--- src/rtl/uart_tx_if.sv ---
// Parallel-side handshake between the UART interface block and the serial transmitter.
interface uart_tx_if #(
  parameter int unsigned DATA_WIDTH = 8
) ();

  logic [DATA_WIDTH-1:0] tx_data;
  logic                  tx_en;
  logic                  tx_done;
  logic                  tx_busy;
  logic                  tx;

  // Requester side: drives the byte and the send strobe, observes status and line.
  modport master (
    output tx_data,
    output tx_en,
    input  tx_done,
    input  tx_busy,
    input  tx
  );

  // Transmitter side.
  modport slave (
    input  tx_data,
    input  tx_en,
    output tx_done,
    output tx_busy,
    output tx
  );

endinterface

--- src/rtl/uart_tx.sv ---
// UART serial transmitter: start / LSB-first data / optional parity / stop frame,
// bit timing from a per-bit cycle counter on the system clock.
module uart_tx #(
  parameter int unsigned DATA_WIDTH   = 8,
  parameter int unsigned BPS          = 115_200,
  parameter int unsigned SYS_CLK_FREQ = 50_000_000,
  parameter int unsigned PARITY_EN    = 0,
  parameter int unsigned PARITY_ODD   = 0,
  parameter int unsigned STOP_BITS    = 1
) (
  input  logic       clk,
  input  logic       rst,
  uart_tx_if.slave   bus
);

  localparam int unsigned CPB   = SYS_CLK_FREQ / BPS;
  localparam int unsigned CNT_W = (CPB > 1) ? $clog2(CPB) : 1;
  localparam int unsigned BIT_W = (DATA_WIDTH > 2) ? $clog2(DATA_WIDTH) : 1;

  // Reject configurations the frame timing cannot represent.
  if (CPB < 2) begin : g_bad_cpb
    $error("uart_tx: SYS_CLK_FREQ/BPS must be at least 2");
  end
  if (STOP_BITS < 1 || STOP_BITS > 2) begin : g_bad_stop
    $error("uart_tx: STOP_BITS must be 1 or 2");
  end
  if (DATA_WIDTH < 2) begin : g_bad_width
    $error("uart_tx: DATA_WIDTH must be at least 2");
  end

  typedef enum logic [2:0] {
    IDLE   = 3'd0,
    START  = 3'd1,
    DATA   = 3'd2,
    PARITY = 3'd3,
    STOP   = 3'd4
  } state_e;

  state_e                state_q;
  logic [CNT_W-1:0]      cyc_q;
  logic [BIT_W-1:0]      bit_q;
  logic [DATA_WIDTH-1:0] shift_q;
  logic                  par_q;
  logic                  tx_q;
  logic                  busy_q;
  logic                  done_q;

  logic                  cyc_last;

  // End of the current bit period.
  assign cyc_last = (cyc_q == CNT_W'(CPB - 1));

  // Frame sequencer; every output is a register updated here.
  always_ff @(posedge clk) begin
    if (rst) begin
      state_q <= IDLE;
      cyc_q   <= '0;
      bit_q   <= '0;
      shift_q <= '0;
      par_q   <= 1'b0;
      tx_q    <= 1'b1;
      busy_q  <= 1'b0;
      done_q  <= 1'b0;
    end else begin
      done_q <= 1'b0;
      case (state_q)
        IDLE: begin
          cyc_q  <= '0;
          bit_q  <= '0;
          tx_q   <= 1'b1;
          busy_q <= 1'b0;
          if (bus.tx_en) begin
            shift_q <= bus.tx_data;
            par_q   <= (^bus.tx_data) ^ (PARITY_ODD != 0);
            tx_q    <= 1'b0;
            busy_q  <= 1'b1;
            state_q <= START;
          end
        end

        START: begin
          if (cyc_last) begin
            cyc_q   <= '0;
            bit_q   <= '0;
            tx_q    <= shift_q[0];
            state_q <= DATA;
          end else begin
            cyc_q <= cyc_q + CNT_W'(1);
          end
        end

        DATA: begin
          if (cyc_last) begin
            cyc_q   <= '0;
            shift_q <= shift_q >> 1;
            if (bit_q == BIT_W'(DATA_WIDTH - 1)) begin
              bit_q <= '0;
              if (PARITY_EN != 0) begin
                tx_q    <= par_q;
                state_q <= PARITY;
              end else begin
                tx_q    <= 1'b1;
                state_q <= STOP;
              end
            end else begin
              bit_q <= bit_q + BIT_W'(1);
              tx_q  <= shift_q[1];
            end
          end else begin
            cyc_q <= cyc_q + CNT_W'(1);
          end
        end

        PARITY: begin
          if (cyc_last) begin
            cyc_q   <= '0;
            bit_q   <= '0;
            tx_q    <= 1'b1;
            state_q <= STOP;
          end else begin
            cyc_q <= cyc_q + CNT_W'(1);
          end
        end

        STOP: begin
          tx_q <= 1'b1;
          if (cyc_last) begin
            cyc_q <= '0;
            if (bit_q == BIT_W'(STOP_BITS - 1)) begin
              bit_q   <= '0;
              busy_q  <= 1'b0;
              state_q <= IDLE;
            end else begin
              bit_q <= bit_q + BIT_W'(1);
            end
          end else begin
            cyc_q <= cyc_q + CNT_W'(1);
            // Raise done so it coincides with the final cycle of the last stop bit.
            if (cyc_q == CNT_W'(CPB - 2) && bit_q == BIT_W'(STOP_BITS - 1)) begin
              done_q <= 1'b1;
            end
          end
        end

        default: begin
          state_q <= IDLE;
          cyc_q   <= '0;
          bit_q   <= '0;
          tx_q    <= 1'b1;
          busy_q  <= 1'b0;
        end
      endcase
    end
  end

  assign bus.tx      = tx_q;
  assign bus.tx_busy = busy_q;
  assign bus.tx_done = done_q;

endmodule
--- src/flat_wrapper.sv ---
// flat-port wrapper written by rule: the top's interface ports become plain ports
module uart_tx_flat 
#(
  parameter int unsigned DATA_WIDTH   = 8,
  parameter int unsigned BPS          = 115_200,
  parameter int unsigned SYS_CLK_FREQ = 50_000_000,
  parameter int unsigned PARITY_EN    = 0,
  parameter int unsigned PARITY_ODD   = 0,
  parameter int unsigned STOP_BITS    = 1
)
  (clk, rst, bus_tx_data, bus_tx_en, bus_tx_done, bus_tx_busy, bus_tx);
  uart_tx_if #(.DATA_WIDTH(DATA_WIDTH)) bus_i ();
  input  logic clk;
  input  logic rst;
  input wire logic [$bits(bus_i.tx_data)-1:0] bus_tx_data;
  input wire logic [$bits(bus_i.tx_en)-1:0] bus_tx_en;
  output wire logic [$bits(bus_i.tx_done)-1:0] bus_tx_done;
  output wire logic [$bits(bus_i.tx_busy)-1:0] bus_tx_busy;
  output wire logic [$bits(bus_i.tx)-1:0] bus_tx;
  assign bus_i.tx_data = bus_tx_data;
  assign bus_i.tx_en = bus_tx_en;
  assign bus_tx_done = bus_i.tx_done;
  assign bus_tx_busy = bus_i.tx_busy;
  assign bus_tx = bus_i.tx;
  uart_tx #(.DATA_WIDTH(DATA_WIDTH), .BPS(BPS), .SYS_CLK_FREQ(SYS_CLK_FREQ), .PARITY_EN(PARITY_EN), .PARITY_ODD(PARITY_ODD), .STOP_BITS(STOP_BITS)) u_core (.clk(clk), .rst(rst), .bus(bus_i));
endmodule
--- config.mk ---
export PLATFORM = sky130hd
export DESIGN_NAME = uart_tx_flat
export DESIGN_NICKNAME = d
export VERILOG_FILES = /design/src/rtl/uart_tx_if.sv /design/src/rtl/uart_tx.sv /design/src/flat_wrapper.sv
export SDC_FILE = /design/constraint.sdc
export NUM_CORES = 1
export LEC_CHECK = 0
export CAP_MARGIN = 10
export CORE_ASPECT_RATIO = 0.8
export CORE_MARGIN = 2
export CORE_UTILIZATION = 50
export DETAILED_ROUTE_END_ITERATION = 16
export PLACE_DENSITY = 0.71
export SLEW_MARGIN = 20
export SYNTH_ARGS = -nofsm -noshare
export SYNTH_HDL_FRONTEND = slang
export SYNTH_SLANG_ARGS = --single-unit
--- constraint.sdc ---
create_clock -name clk -period 2.1 [get_ports clk]
set_input_delay 0.42 -clock clk [delete_from_list [all_inputs] [get_ports clk]]
set_output_delay 0.42 -clock clk [all_outputs]
set_load 0.05 [all_outputs]
======== Word-level counts from Yosys, hierarchy flattened ========
Index checks and enable logic that the tools add are counted.
word-level totals
  word-level logic and storage cells ...... 69
  flip-flop bits (word level) ............. 26
  input bits .............................. 11
  output and inout bits ................... 3
cells by class
  bitwise gates (word level) .............. 3
  equality and inequality tests ........... 15
  mux-type cells .......................... 28
  add/sub/neg operators ................... 2
  reduce and logical (&&, ||, !) cells .... 14
operator list
  kind                 count
  $mux 3               12
  $eq 9x9->1 const B   2
  $mux 8               2
  $pmux 8 s2           1
  $pmux 3 s5           1
  $ne 2x1->1 const B   7
  $reduce_and 3->1     4
  $add 9x1->9 const B  1
  $mux 1               9
  $pmux 3 s3           1
  $reduce_or 3->1      3
  $reduce_and 7->1     1
  $eq 3x2->1 const B   2
  $eq 3x3->1 const B   2
  $logic_not 3->1      2
  $pmux 1 s4           1
  $reduce_or 4->1      1
  $add 3x1->3 const B  1
  $eq 3x1->1 const B   1
  $not 1->1            3
  $pmux 1 s3           1
  $ne 2x2->1 const B   1
  $reduce_bool 2->1    1
  $reduce_or 2->1      1
  $logic_and 1x1->1    1

======== Longest topological paths before layout ========
Gate-level depths: netlist (run 1).
  depth after elaboration ................. 4
  mapped depth ............................ 7
  depth with buffers taken out ............ 6

======== Worst setup path before layout (run 1) ========
No wires, ideal clock.
  path kind ............................... reg2reg
  start point ............................. register u_core.cyc_q[1]
  end point ............................... register u_core.bit_q[0]
  period minus slack after synthesis ...... 1.699 ns
  setup time .............................. 0.056 ns
  setup slack ............................. 0.401 ns
  stages on the path, launching flop included .. 8
  path buffers ............................ 1
  arrival time ............................ 1.642 ns
  data required time ...................... 2.044 ns
  cell sequence ........................... dfxtp_1 -> inv_1 -> ha_1 -> and4bb_4 -> and2_4 -> or3_1 -> buf_6 -> a2bb2o_4
on the way
  word-level cells in the longest chain between the ends .. 3
  elaborated cells on any way between the ends .. 5
  classes of those cells .................. eq/ne: 4; reduce/logical: 1
RTL lines
  element                              RTL line        text
  start: declaration                   uart_tx.sv:40   logic [CNT_W-1:0] cyc_q;
  start signal: assignment             uart_tx.sv:88   cyc_q <= cyc_q + CNT_W'(1);
  start signal: assignment             uart_tx.sv:110  cyc_q <= cyc_q + CNT_W'(1);
  start signal: assignment             uart_tx.sv:121  cyc_q <= cyc_q + CNT_W'(1);
  $eq 9x9->1 *                         uart_tx.sv:51   assign cyc_last = (cyc_q == CNT_W'(CPB - 1));
  $ne 2x1->1 (no source line)          --
  $reduce_and 3->1 (no source line) *  --
  end signal: assignment               uart_tx.sv:106  bit_q <= bit_q + BIT_W'(1);
  end signal: assignment               uart_tx.sv:134  bit_q <= bit_q + BIT_W'(1);
  end: declaration                     uart_tx.sv:41   logic [BIT_W-1:0] bit_q;
Mark *: on every way between the ends. The rest lies on a longest branch, timed or not.
A chain may end at the register's enable or synchronous reset.

======== Final worst setup path (run 1) ========
  start point ............................. register u_core.busy_q (netlist: u_core.bus.tx_busy)
  end point ............................... output port bus_tx_busy
RTL lines
  element                   RTL line            text
  start: declaration        uart_tx.sv:45       logic busy_q;
  start signal: assignment  uart_tx.sv:62       busy_q <= 1'b0;
  start signal: assignment  uart_tx.sv:71       busy_q <= 1'b0;
  start signal: assignment  uart_tx.sv:76       busy_q <= 1'b1;
  end: declaration          flat_wrapper.sv:18  output wire logic [$bits(bus_i.tx_busy)-1:0] bus_tx_busy;
No word-level cell between the ends.

==> results of run 1 <==
cell type report:
class                           count  area (sq um)
Clock buffer                        4          36.3
Inverter                           16          60.1
Fill cell                         264          1120
Sequential cell                    26           520
Timing Repair Buffer               17           160
Multi-Input combinational cell    104           754
Tap cell                           38          47.5
cell families (layout without fill, tap and decap cells):
family	Yosys count	after routing
simple gates	57	57
flops	26	26
compound gates	32	32
fa+ha+maj	6	6
xor+xnor	9	9
buf+inv	24	37
cells in the mapped netlist (2+ instances only):
cell,number
nand2_1,3
a21oi_1,5
nand3_1,7
dfxtp_1,26
and3_1,2
nand4_1,2
a221oi_1,7
nor2_1,16
nor4_1,2
o21ai_0,2
inv_1,16
and2b_1,5
buf_4,3
nor2b_1,4
nand3b_1,3
xor2_1,6
buf_6,2
xnor2_1,3
a31oi_1,2
a211oi_1,8
buf_2,2
ha_1,6
placed cells by master, fill, tap and decap left out, drive strengths merged, types with 6 or more instances in the layout:
master | netlist | routed
a211oi | 8 | 8
a221oi | 7 | 7
nand3 | 8 | 8
inv | 16 | 16
xor2 | 6 | 6
clkdlybuf4s50 | 0 | 13
ha | 6 | 6
nor2 | 16 | 16
dfxtp | 26 | 26
report_power, final:
part | internal [mW] | leakage, nW | switching [mW]
sequential | 0.514 | 0.212 | 0.0159
combinational | 0.0568 | 0.338 | 0.0593
clock | 0.106 | 0.0210 | 0.154
state kept, by name (all words and copies together) (netlist names):
register	count
u_core.cyc_q	9
u_core.shift_q	8
u_core.bit_q	3
u_core.state_q	3
u_core.bus.tx	1
u_core.bus.tx_busy	1
u_core.bus.tx_done	1
layer usage:
| metal | wire (um) | global-route usage [%] |
|---|---|---|
| met5 | 0 | 0 |
| met4 | 12 | 4.44 |
| met2 | 1180 | 31.2 |
| met3 | 99 | 5.29 |
| met1 | 1310 | 22.9 |
how the worst max path moves through the flow:
stage                              endpoint          startpoint  slack (ps)
after global routing            bus_tx_busy  u_core.bus.tx_busy          90
final                           bus_tx_busy  u_core.bus.tx_busy         130
after global placement    u_core.shift_q[3]           bus_tx_en          40
after detailed placement  u_core.shift_q[4]           bus_tx_en         -20
after CTS                       bus_tx_busy  u_core.bus.tx_busy         130
after floorplan             u_core.bit_q[0]     u_core.cyc_q[1]         400
through the flow:
stage / TNS [ps] / hold WS [ps]
final: 0 / 471
after global routing: 0 / 494
after CTS: 0 / 473
after detailed placement: -42.9 / 452
after global placement: 0 / 444
after floorplan: 0 / 427
==> impl_metrics.tcl, run 1 <==
set metrics [dict create \
    status "completed" \
    grt_pass1_vias 1062 \
    power_mw 0.906 \
    antenna_found_initial 0 \
    synth_top_family_by_area "simple AND/OR/NAND/NOR gates" \
    whs_path_depth 2 \
    chipHeight_um 51.2 \
    synth.avg_cell_area_sq_um 9.06 \
    final_cell_area_sq_um 1580 \
    end_kind "output pin" \
    synth_area_leaders "dfxtp_1 37%, ha_1 5.4%, a221oi_1 4.4%, a211oi_1 4.3%, inv_1 4.3%" \
    yosysSeqAreaShare_pct 37.3 \
    h-tree-depth 1 \
    r2r-end "u_core.bit_q[0]" \
    cts_setup_buffers 0 \
    clk_latency_ps 330 \
    timing.rr.start "u_core.cyc_q[1]" \
    io_pins 14 \
    min_path_type "register to register" \
    p_leak_nw 0.571 \
    wl_per_cell_um 12.7 \
    cp.depth 1 \
    yosysTopAreaCell "dfxtp_1" \
    n_antenna_cell 0 \
    ys_types 44 \
    clkTransAtPathRegs_ps 150 \
    vdd_drop_max_mv 0.335 \
    instances_no_fill 205 \
    reg2reg_setup_slack_ps 210 \
    cts_buffer_depth 2 \
    die_w_um 63.1 \
    setup_viol 0 \
    min_period_ps 1970 \
    async_reset_ff_share_pct 0 \
    viasPerCell 5.46 \
    synth-edff-count 0 \
    holdBufCountCts 0 \
    synth_compound_area_share_pct 17.8 \
    cp_max_fo 3 \
    syn_area_sq_um 1400 \
    maxCapViolCount 0 \
    syn2layout_area_growth_pct 13.2 \
    fmax_ghz 0.509 \
    path_delay_family "buffers and inverters" \
    criticalPathCategory "register to output pin" \
    cts-resized-gates 0 \
    slowest_stage "clkdlybuf4s50_1" \
    tritoncts "built" \
    whs_endpoint "u_core.shift_q[6]" \
    fin_util_pct 58.5 \
    drive_above_1_share_pct 9.58 \
    num_rows 17 \
    grt_usage_pct 18.3 \
    min_from "u_core.shift_q[6]" \
    slew_headroom_pct 67.2 \
    dp_hpwl_um 1880 \
    netlist_instances 154 \
    drc 0 \
    required_ps 1680 \
    start_util_pct 51.6 \
    grt_max_degree 18 \
    skew_ps 9.63 \
    clock-sinks 26 \
    grt_pass1_wl_um 4680 \
    yosys.area_share.simple_pct 25.3 \
    slew_viol_final 0 \
    dieArea_sq_um 3230 \
    ant_nets 0 \
    synthAdderAreaFrac_pct 5.38 \
    dpl-instance-area_sq_um 1540 \
    period_share_pct 93.6 \
    synth_nets 171 \
    power-per-cell-area_nw_per_um2 574 \
    place_inst 201 \
    cts-buffers-inserted 3 \
    path_buf_inv 1 \
    worst_pin_slew_ps 490 \
    final_nets 185 \
    core-area_sq_um 2700 \
    grt_setup_unrepaired "no" \
    synth_xor_xnor_area_share_pct 5.65 \
    routed_wl_um 2600 \
    rr_worst_depth 6 \
    finalHoldViolCount 0 \
    synthFlopType "dfxtp_1" \
    yosysWarnings 0 \
    cp_data_arrival_time_ps 1550 \
    cts_root_buf "clkbuf_4" \
    ys_ff_latch 26 \
    drt_first_iter_violations 67 \
    muxShareOfSynthArea_pct 0 \
    synth_top_area_share_pct 37.3 \
    gr-total-overflow 0 \
    startpoint_type "register" \
    place.gp.congestion 0.797 \
    via_count 1120 \
    critPathMaxStageDelay_ps 820 \
    fin_ws_ps 134 \
    io_buffers 13 \
    worstPathCellList "clkdlybuf4s50_1" \
    pre_cts_ws_ps -18.9 \
    dr.pass1.iters 4 \
]
Note: power is estimated with default switching activity, not from simulation.
==> inputs of run 2 (changes only) <==
--- a/config.mk
+++ b/config.mk
@@ -8,9 +8,10 @@
 export CAP_MARGIN = 10
 export CORE_ASPECT_RATIO = 0.8
 export CORE_MARGIN = 2
-export CORE_UTILIZATION = 50
+export CORE_UTILIZATION = 55
+export CTS_CLUSTER_SIZE = 24
 export DETAILED_ROUTE_END_ITERATION = 16
-export PLACE_DENSITY = 0.71
+export PLACE_DENSITY = 0.77
 export SLEW_MARGIN = 20
 export SYNTH_ARGS = -nofsm -noshare
 export SYNTH_HDL_FRONTEND = slang
==> constraint.sdc (replaced) <==
create_clock -name clk -period 2 [get_ports clk]
set_input_delay 0.4 -clock clk [delete_from_list [all_inputs] [get_ports clk]]
set_output_delay 0.4 -clock clk [all_outputs]
set_load 0.05 [all_outputs]
==> run 2 against run 1 <==
Net effect:
- clock skew about the same
- hold slack got worse by 1.6 ps
- final cell count increased by 0.98%
- combinational power increased by 15%
- sequential power increased by 4.7%
- via count increased by 4.3%
- register-to-register slack got worse by 40 ps
- setup slack got worse by 63 ps
- clock power decreased by 16%
- first-iteration DRC count increased by 16%
- count of clock-buffer cells in the layout decreased by 1
==> impl_metrics.tcl, run 2 (same netlist as run 1, synthesis figures left out) <==
set metrics [dict create \
    status "completed" \
    chipHeight_um 49.0 \
    criticalPathCategory "register to output pin" \
    pre_cts_ws_ps -94.5 \
    slowest_stage "clkdlybuf4s50_1" \
    syn2layout_area_growth_pct 14.7 \
    skew_ps 9.59 \
    cp_max_fo 3 \
    setup_viol 0 \
    h-tree-depth 1 \
    grt_pass1_wl_um 4510 \
    whs_path_depth 2 \
    tritoncts "built" \
    dieArea_sq_um 2960 \
    min_path_type "register to register" \
    io_buffers 13 \
    die_w_um 60.3 \
    whs_endpoint "u_core.shift_q[0]" \
    cp_data_arrival_time_ps 1530 \
    cts-resized-gates 0 \
    end_kind "output pin" \
    layout_common_cells "26 x dfxtp_1, 16 x inv_1, 16 x nor2_1, 13 x clkdlybuf4s50_1, 9 x buf_4" \
    regMostFlops "u_core.cyc_q" \
    hold_ws_ps 470 \
    critPathMaxStageDelay_ps 820 \
    gr-total-overflow 0 \
    final_common_cell "dfxtp_1" \
    tns_ps 0 \
    path_buf_inv 1 \
    start_util_pct 57.6 \
    cts_setup_buffers 0 \
    grt_usage_pct 20.0 \
    fin_ws_ps 71.2 \
    dp_hpwl_um 2040 \
    required_ps 1600 \
    antenna_found_initial 0 \
    min_from "u_core.shift_q[0]" \
    via_count 1168 \
    clock-sinks 26 \
    slew_viol_final 0 \
    largest_reg_flops 9 \
    p_leak_nw 0.588 \
    clk_latency_ps 320 \
    drt_first_iter_violations 78 \
    timing.rr.start "u_core.cyc_q[1]" \
    startpoint_type "register" \
    cts-buffers-inserted 3 \
    dr.pass1.iters 5 \
    slew_headroom_pct 67.2 \
    path_delay_family "buffers and inverters" \
    min_period_ps 1930 \
    worst_pin_slew_ps 491 \
    num_rows 16 \
    r2r-end "u_core.bit_q[0]" \
    rr_worst_depth 6 \
    worstPathCellList "clkdlybuf4s50_1" \
    grt_max_degree 18 \
    finalHoldViolCount 0 \
    drc 0 \
    crit_path_start "u_core.bus.tx_busy" \
    cts_buffer_depth 2 \
    grt_setup_unrepaired "no" \
    n_antenna_cell 0 \
    core-area_sq_um 2420 \
    period_share_pct 96.4 \
    fmax_ghz 0.518 \
    holdBufCountCts 0 \
    vdd_drop_max_mv 0.404 \
    power-per-cell-area_nw_per_um2 566 \
    reg2reg_setup_slack_ps 170 \
    final_nets 190 \
    ant_nets 0 \
    grt_pass1_vias 987 \
    power_mw 0.906 \
    reg_top3 "u_core.cyc_q (9), u_core.shift_q (8)" \
    cts_root_buf "clkbuf_4" \
    wl_per_cell_um 13.5 \
    place.gp.congestion 0.825 \
    io_pins 14 \
    viasPerCell 5.64 \
    drive_above_1_share_pct 11.7 \
    routed_wl_um 2800 \
    maxCapViolCount 0 \
    clkTransAtPathRegs_ps 140 \
]
## run 2: cell types whose count changed in the layout (fill, tap and decap cells not counted)
cell | previous run | this run
clkbuf_8 | 1 | 0
buf_4 | 4 | 9
## run 2: layer usage
layer / wire length, um / track usage [%]
met5: 0 / 0
met4: 23 / 3.33
met3: 123 / 5.57
met2: 1340 / 33.2
met1: 1320 / 26.0
## run 2: worst max path at each step
stage	cells past startpoint	slack (ps)	endpoint
finish	1	70	bus_tx_busy
global route	1	30	bus_tx_busy
CTS	1	60	bus_tx_busy
detailed placement	4	-90	u_core.shift_q[0]
global placement	4	-20	u_core.shift_q[0]
floorplan	7	300	u_core.bit_q[0]
## run 2: layout make-up
class	instances	area, sq um
Timing Repair Buffer	22	198
Multi-Input combinational cell	104	754
Clock buffer	3	22.5
Fill cell	203	822
Sequential cell	26	520
Inverter	16	60.1
Tap cell	36	45.0
## run 2: report_power, final
group	total (mW)	internal, mW	switching (mW)	leakage (nW)
Sequential	0.554	0.539	0.0154	0.212
Combinational	0.133	0.0655	0.0672	0.362
Clock	0.219	0.0706	0.148	0.0138
## run 2: per-stage QoR
stage / instance area (sq um) / util [%] / cells
6_report: 1600 / 66.1 / 207
5_1_grt: 1600 / 66.1 / 207
4_1_cts: 1600 / 66.1 / 207
3_5_place_dp: 1580 / 65.1 / 204
3_3_place_gp: 1580 / 65.1 / 204
2_1_floorplan: 1400 / - / 154
==> inputs of run 3 (changes only) <==
--- a/config.mk
+++ b/config.mk
@@ -5,7 +5,6 @@
 export SDC_FILE = /design/constraint.sdc
 export NUM_CORES = 1
 export LEC_CHECK = 0
-export CAP_MARGIN = 10
 export CORE_ASPECT_RATIO = 0.8
 export CORE_MARGIN = 2
 export CORE_UTILIZATION = 55
==> results of run 3 <==
Final layout, timing and power as in run 2 (identical DEF).
